### src/rtl/lift_scheduler.sv
// lift_scheduler: SCAN-order elevator scheduler with door dwell, request latching and idle homing.
// Drives floor/door/status outputs for the SmartLift board; all outputs are registered.
module lift_scheduler #(
    parameter int N_FLOORS   = 9,
    parameter int HOME_FLOOR = 0,
    parameter int DOOR_TICKS = 2,
    parameter int IDLE_TICKS = 5
) (
    input  logic                CLOCK_50,
    input  logic                RESET,
    input  logic                step_tick,
    input  logic                req_stb,
    input  logic [N_FLOORS-1:0] req_sw,
    output logic [3:0]          cur_floor,
    output logic [1:0]          estado_atual,
    output logic                door_open,
    output logic                door_closed,
    output logic [N_FLOORS-1:0] pending,
    output logic                lcd_reset,
    output logic                req_err
);
    typedef enum logic [1:0] {PARADO, SUBINDO, DESCENDO, INATIVO} state_t;
    localparam logic [3:0] TOP = 4'(N_FLOORS - 1);
    localparam logic [3:0] HOME = 4'(HOME_FLOOR);
    localparam logic [7:0] DOOR = 8'(DOOR_TICKS);
    localparam logic [7:0] IDLE_LAST = 8'(IDLE_TICKS - 1);
    localparam logic [N_FLOORS-1:0] ONE = {{(N_FLOORS-1){1'b0}}, 1'b1};
    state_t state, n_state;
    logic [3:0] n_floor, req_idx, step_floor;
    logic [7:0] door_cnt, n_door, idle_cnt, n_idle;
    logic dir_up, n_dir, one_hot, same, accept, above, below;
    logic [N_FLOORS-1:0] new_mask, n_pend, cur_bit, step_bit;
    assign one_hot = (req_sw != '0) && ((req_sw & (req_sw - ONE)) == '0);
    assign same = req_stb && one_hot && req_idx == cur_floor && state == PARADO;
    assign accept = req_stb && one_hot && !same;
    assign new_mask = pending | (accept ? req_sw : '0);
    assign cur_bit = ONE << cur_floor;
    assign above = |(new_mask & ~((cur_bit << 1) - ONE));
    assign below = |(new_mask & (cur_bit - ONE));
    assign step_floor = state == SUBINDO ? (cur_floor == TOP ? TOP : cur_floor + 4'd1)
                                         : (cur_floor == 4'd0 ? 4'd0 : cur_floor - 4'd1);
    assign step_bit = ONE << step_floor;
    assign estado_atual = state;
    always_comb begin
        req_idx = '0;
        for (int i = 0; i < N_FLOORS; i++) if (req_sw[i]) req_idx = 4'(i);
    end
    // A request for the floor the car is parked at only restarts the dwell.
    always_comb begin
        n_state = state;
        n_floor = cur_floor;
        n_pend = new_mask;
        n_dir = dir_up;
        n_door = same ? 8'd0 : door_cnt;
        n_idle = (same || accept) ? 8'd0 : idle_cnt;
        if (step_tick && !same) begin
            case (state)
                PARADO:
                    if (door_cnt < DOOR) n_door = door_cnt + 8'd1;
                    else if (dir_up && above) n_state = SUBINDO;
                    else if (below) begin
                        n_state = DESCENDO;
                        n_dir = 1'b0;
                    end else if (above) begin
                        n_state = SUBINDO;
                        n_dir = 1'b1;
                    end else if (cur_floor != HOME) begin
                        n_idle = idle_cnt + 8'd1;
                        if (idle_cnt == IDLE_LAST) begin
                            n_state = INATIVO;
                            n_idle = 8'd0;
                        end
                    end
                SUBINDO, DESCENDO: begin
                    n_floor = step_floor;
                    if ((new_mask & step_bit) != '0 || step_floor == (state == SUBINDO ? TOP : 4'd0)) begin
                        n_state = PARADO;
                        n_door = 8'd0;
                        n_pend = new_mask & ~step_bit;
                    end
                end
                default:
                    if (new_mask != '0) begin
                        n_state = PARADO;
                        n_door = (new_mask & cur_bit) != '0 ? 8'd0 : DOOR;
                        n_pend = new_mask & ~cur_bit;
                    end else begin
                        n_floor = HOME > cur_floor ? cur_floor + 4'd1 : cur_floor - 4'd1;
                        if (n_floor == HOME) begin
                            n_state = PARADO;
                            n_door = 8'd0;
                        end
                    end
            endcase
        end
    end
    always_ff @(posedge CLOCK_50 or posedge RESET) begin
        if (RESET) begin
            state <= PARADO;
            cur_floor <= HOME;
            pending <= '0;
            dir_up <= 1'b1;
            door_cnt <= DOOR;
            idle_cnt <= '0;
            door_open <= 1'b1;
            door_closed <= 1'b0;
            lcd_reset <= 1'b0;
            req_err <= 1'b0;
        end else begin
            state <= n_state;
            cur_floor <= n_floor;
            pending <= n_pend;
            dir_up <= n_dir;
            door_cnt <= n_door;
            idle_cnt <= n_idle;
            door_open <= n_state == PARADO;
            door_closed <= n_state != PARADO;
            lcd_reset <= state == PARADO ? (n_state == SUBINDO || n_state == DESCENDO)
                                         : (state != INATIVO && n_state == PARADO);
            req_err <= req_stb && !one_hot;
        end
    end
endmodule

### config.mk
export PLATFORM = sky130hd
export DESIGN_NAME = lift_scheduler
export DESIGN_NICKNAME = d
export VERILOG_FILES = /design/src/rtl/lift_scheduler.sv
export SDC_FILE = /design/constraint.sdc
export NUM_CORES = 1
export LEC_CHECK = 0
export CAP_MARGIN = 15
export CORE_ASPECT_RATIO = 1.1
export CORE_MARGIN = 1.5
export CORE_UTILIZATION = 38
export CTS_CLUSTER_SIZE = 10
export DETAILED_ROUTE_END_ITERATION = 10
export PLACE_DENSITY = 0.57
export SLEW_MARGIN = 30
export SYNTH_ARGS = -nofsm -noshare
export SYNTH_HDL_FRONTEND = slang
export SYNTH_SLANG_ARGS = --single-unit
### constraint.sdc
create_clock -name CLOCK_50 -period 4.8 [get_ports CLOCK_50]
set_input_delay 0.96 -clock CLOCK_50 [delete_from_list [all_inputs] [get_ports CLOCK_50]]
set_output_delay 0.96 -clock CLOCK_50 [all_outputs]
set_load 0.02 [all_outputs]
# Word-level counts from Yosys, hierarchy flattened
# Cells that the tools add are included.
# word_totals
regBits,36
in_bits,13
out_inout_bits,19
wordCells,127
# op_classes
add_sub_neg,7
magnitude_cmp,2
n_eq_ne,10
shift,2
muxes,51
n_bitwise,14
n_reduce_logical,31
# op_table
op,n
8-bit two-way mux,15
9-bit AND,7
4-bit two-way mux,12
9-bit two-way mux,4
9-bit nonzero test,4
9-bit inverter,3
9-bit by 1-bit subtractor with 9-bit output (second input constant),3
2-bit two-way mux,12
9-bit one-hot mux with 2 select lines,1
9-bit OR reduction,2
1-bit by 4-bit << shifter with 9-bit output (first input constant),2
8-bit by 1-bit adder with 8-bit output (second input constant),2
8-bit one-hot mux with 2 select lines,1
1-bit logical AND,9
9-bit logical NOT,1
9-bit bitwise OR,1
4-bit equality test,2
8-bit by 3-bit equality test with 1-bit output (second input constant),1
4-bit logical NOT,2
8-bit by 2-bit < comparator with 1-bit output (second input constant),1
4-bit one-hot mux with 2 select lines,1
5-bit AND reduction,1
4-bit by 1-bit adder with 4-bit output (second input constant),1
2-bit by 1-bit equality test with 1-bit output (second input constant),2
other kinds (16),27

# Depth between registers and ports, before layout
# Gate-level depths: netlist (run 1).
# depth
depth_word,26
mapped_depth,20
depth_no_buf,17

# Worst setup path before layout (run 1)
# No wires, ideal clock.
# synth_timing
path_type,register to register
start,reg cur_floor[1]
end,reg idle_cnt[4]
t_arrival_ps,3966
required_ps,4677
setup_slack_ps,711
stages_incl_launch_ff,18
cell_sequence,dfrtp_1 > clkbuf_1 > inv_1 > ha_1 > nor3b_2 > buf_2 > inv_2 > ha_1 > buf_2 > nand2b_1 > mux2_2 > o21ai_1 > o211ai_1 > o21ai_2 > o211ai_4 > or3_4 > or3_4 > o221a_1
# synth_via
elab_chain_cells,15
elab_cells_between_ends,27
cone_classes,2 x add/sub; 1 x eq/ne; 1 x shift; 9 x mux; 4 x bitwise; 10 x reduce/logical
# synth_rtl
item,line,rtl
from (decl),14,"output logic [3:0] cur_floor,"
from (signal assigned),111,cur_floor <= n_floor;
"parallel branches: the longest is 14 deep, another holds 9-bit by 1-bit subtractor with 9-bit output",-,
8-bit two-way mux *,56,if (step_tick && !same) begin
named net n_idle[4],30,"logic [7:0] door_cnt, n_door, idle_cnt, n_idle;"
to (signal assigned),115,idle_cnt <= n_idle;
to (decl),30,
# Mark *: on every way through the listed nets, which the timed path passes.
# A chain may end at the register's enable or synchronous reset.

# Worst setup path in the final report (run 1)
# layout_timing
start,in req_sw[4]
end,reg lcd_reset
# layout_via
elab_chain_cells,23
elab_cells_between_ends,42
cone_classes,1 x add/sub; 3 x eq/ne; 15 x mux; 5 x bitwise; 18 x reduce/logical
# layout_rtl
item,line,rtl
from (decl),13,"input logic [N_FLOORS-1:0] req_sw,"
"parallel branches: the longest is 19 deep, another holds 9-bit by 1-bit subtractor with 9-bit output",-,
2-bit two-way mux *,56,
2-bit by 1-bit equality test with 1-bit output (tied with other cells),118,lcd_reset <= state == PARADO ? (n_state == SUBINDO || n_state == DESCENDO)
1-bit logical OR or 1-bit logical AND (tied branches),"118, 119",
1-bit two-way mux *,118,
to (signal assigned),118,
to (decl),19,"output logic lcd_reset,"
# Mark *: on every way between the ends.

==> results of run 1 <==
sequential cells by signal (all words and copies together) (netlist names):
register      count
cur_floor         4
dir_up            1
door_closed       1
door_cnt          8
door_open         1
estado_atual      2
idle_cnt          8
lcd_reset         1
pending           9
req_err           1
final cells by class:
class	count	share of cell area
Multi-Input combinational cell	375	0.596
Sequential cell	36	0.215
Timing Repair Buffer	51	0.109
Tap cell	117	0.0347
Inverter	28	0.0249
Clock buffer	7	0.0181
Clock inverter	1	0.00208
logic make-up after synthesis:
logic type	after synthesis
xor gates and xnor gates	7
buffers and inverters	56
adders and majority gates	17
DFF	36
muxes	6
and+or+nand+nor	179
AOI/OAI and AO/OA	166
per-layer routing:
| layer | vias up | global-route usage |
|---|---|---|
| met2 | 174 | 0.392 |
| met5 | - | 0 |
| li1 | 1825 | - |
| met1 | 1844 | 0.345 |
| met3 | 30 | 0.0473 |
| met4 | 0 | 0.0994 |
where the power goes:
part | switching [mW] | internal, mW
combinational | 1.29 | 0.782
clock | 0.120 | 0.104
sequential | 0.127 | 0.400
total | 1.54 | 1.29
worst max-delay path by stage:
stage	start	to	slack [ns]	depth (start not counted)
CTS	req_sw[4]	lcd_reset	0.50	13
finish	req_sw[4]	lcd_reset	0.45	13
global placement	req_sw[4]	lcd_reset	0.26	13
global route	req_sw[4]	lcd_reset	0.16	13
detailed placement	req_sw[4]	lcd_reset	0.20	13
floorplan	cur_floor[1]	idle_cnt[4]	0.71	17
critical path, delay by kind of cell:
family          cells  cell delay (ns)
fa+ha+maj           1             0.26
simple gates        4             1.16
buf+inv             1             0.68
compound gates      7             1.44
through the flow:
step / instance area, um^2 / cells / setup slack [ns] / utilization
after floorplan: 3670 / 467 / 0.711 / -
after global routing: 4210 / 615 / 0.163 / 0.451
after detailed placement: 4130 / 607 / 0.200 / 0.442
final: 4210 / 615 / 0.451 / 0.451
after global placement: 4130 / 607 / 0.259 / 0.442
after CTS: 4210 / 615 / 0.499 / 0.451
layout by cell type, fill, tap and decap left out, types with 4 or more instances in the layout:
cell type,count
buf_4,20
nor2b_1,5
o2111ai_1,6
or2_2,6
xnor2_1,4
nor4_1,6
clkdlybuf4s50_1,31
o221ai_1,4
a21o_1,7
nand2b_1,7
nand2_1,55
clkbuf_8,5
o21ai_0,30
a31oi_1,8
mux2i_1,4
and3_1,4
and2_1,4
a222oi_1,5
dfrtp_1,33
a22oi_1,7
inv_1,24
nand3_1,14
a21oi_1,30
nor2_1,33
nor3_1,17
a221oi_1,10
ha_1,16
o21ai_1,6
==> results.cfg, run 1 <==
[power]
p_total_mw = 2.82
peakVddDrop_v = 0.000322
p_leak_nw = 1.69
p_per_area_nw_per_um2 = 670

[routing]
wl_met3_um = 854
dr.pass1.iters = 5
via_count = 3873
ant_nets = 0
drt-total-wl_mm = 12.8
vias_per_cell = 6.30
drt-met1-wl_mm = 5.85
routed-wl-met2_mm = 5.69
dr.max_layer_used = met4
wl_per_cell_um = 20.7
drt_drc_violations_left = 0
dr.first_iter.drc_count = 316

[synthesis]
yosysWarnings = 0
synth_edf_count = 0
syn-cell-area_um2 = 3670
synth-simple-area-share = 0.263
yosys.area.top_type = dfrtp_1
post-synth-top-count-cell = nand2_1
synthFlopType = dfrtp_1
synthArstFlopShare = 1.00
synth.distinct_cells = 89
ys_ff_latch = 36
synth_compound_area_frac = 0.330
syn_area_per_cell_um2 = 7.86
synth_common_cells = nand2_1, dfrtp_1, nor2_1, a21oi_1, o21ai_0
synth_fa_ha_area_frac = 0.0573
ys_seq_area_frac = 0.246
synth.area.top_cells = dfrtp_1, nand2_1, ha_1
yosysTopAreaCellShare = 0.225
synth.mux.area_fraction = 0.0170
synth-xor-area-share = 0.0167
synth_fp_nets = 496
synth_top_family_by_area = compound AO/OA/AOI/OAI gates
syn_inst = 467

[finish]
regArea_um2 = 905
layout-drive-gt1-share = 0.127
area_growth_pct = 14.8
n_fill_cell = 979
multiInputGateArea_um2 = 2510
nets = 526
diodes = 0

[worst_hold_path]
holdCritPathClass = reg -> reg
holdPathEnd = door_cnt[0]
min_from = door_cnt[0]
hold-path-cell-count = 1

[floorplanning]
core_area_um2 = 9350
die_w_um = 96.7
die_y_um = 106
num_rows = 37
io-pin-count = 32
start_util = 0.393
dieArea_um2 = 10300

[critical_path]
reg2reg_slack_ns = 0.87
end_kind = flip-flop
path_cells = clkdlybuf4s50_1 -> or4_4 -> a21o_1 -> o22ai_2 -> o2111ai_1 -> nor2_1 -> a211o_1 -> nand2_1 -> a211o_1 -> a22oi_1 -> ha_1 -> nand2_1 -> o31ai_1
cp_slowest_cell = clkdlybuf4s50_1
max_stage_delay_ns = 0.68
start_kind = input pin
crit_fanout = 10
reg2reg_depth = 12
critPathKind = in -> reg
cp.arrival_ns = 4.51
timing.rr.start = cur_floor[3]
cp.required_ns = 4.96
r2r-end = lcd_reset

[global_route]
grt_antenna_before_repair = 0
grt_pass1_wl_mm = 20.4
grt_start_max_net_pins = 37
track_usage = 0.252
grt_pass1_vias = 3740
overflow = 0

[clock_network]
path_clk_slew_ns = 0.07
ctsResizeCount = 0
post_cts_buffers = 0
insertion_delay_ns = 0.30
clock_path_buffers = 2
ctsHoldBuffers = 0
cts_buffers = 5
tritoncts = done
clock-sinks = 36
cts-root-buf = clkbuf_8
htree_levels = 2

[timing]
clock_skew_ns = 0.00427
hold_ws_ns = 0.501
final-hold-violation-count = 0
setup_violations = 0
slew_viol_final = 0
min_period_ns = 4.35
period_share = 0.906
worst_slew_pin_slew_ns = 0.781
rsz0062_at_grt = no
fin_setup_tns_ns = 0
clock.fmax_ghz = 0.230
slew_headroom = 0.471

[status]
status = finished clean

[job]
drv_cap = 0

[place]
gp_congestion = 0.954
port_buffers = 31
dp_hpwl_mm = 9.68
No activity file was read; power rests on OpenSTA's default activity.
==> inputs of run 2 (changes only) <==
--- a/config.mk
+++ b/config.mk
@@ -5,7 +5,7 @@
 export SDC_FILE = /design/constraint.sdc
 export NUM_CORES = 1
 export LEC_CHECK = 0
-export CAP_MARGIN = 15
+export CAP_MARGIN = 20
 export CORE_ASPECT_RATIO = 1.1
 export CORE_MARGIN = 1.5
 export CORE_UTILIZATION = 38
==> results of run 2 <==
The final DEF is identical to that of run 1; final timing and power are the same.
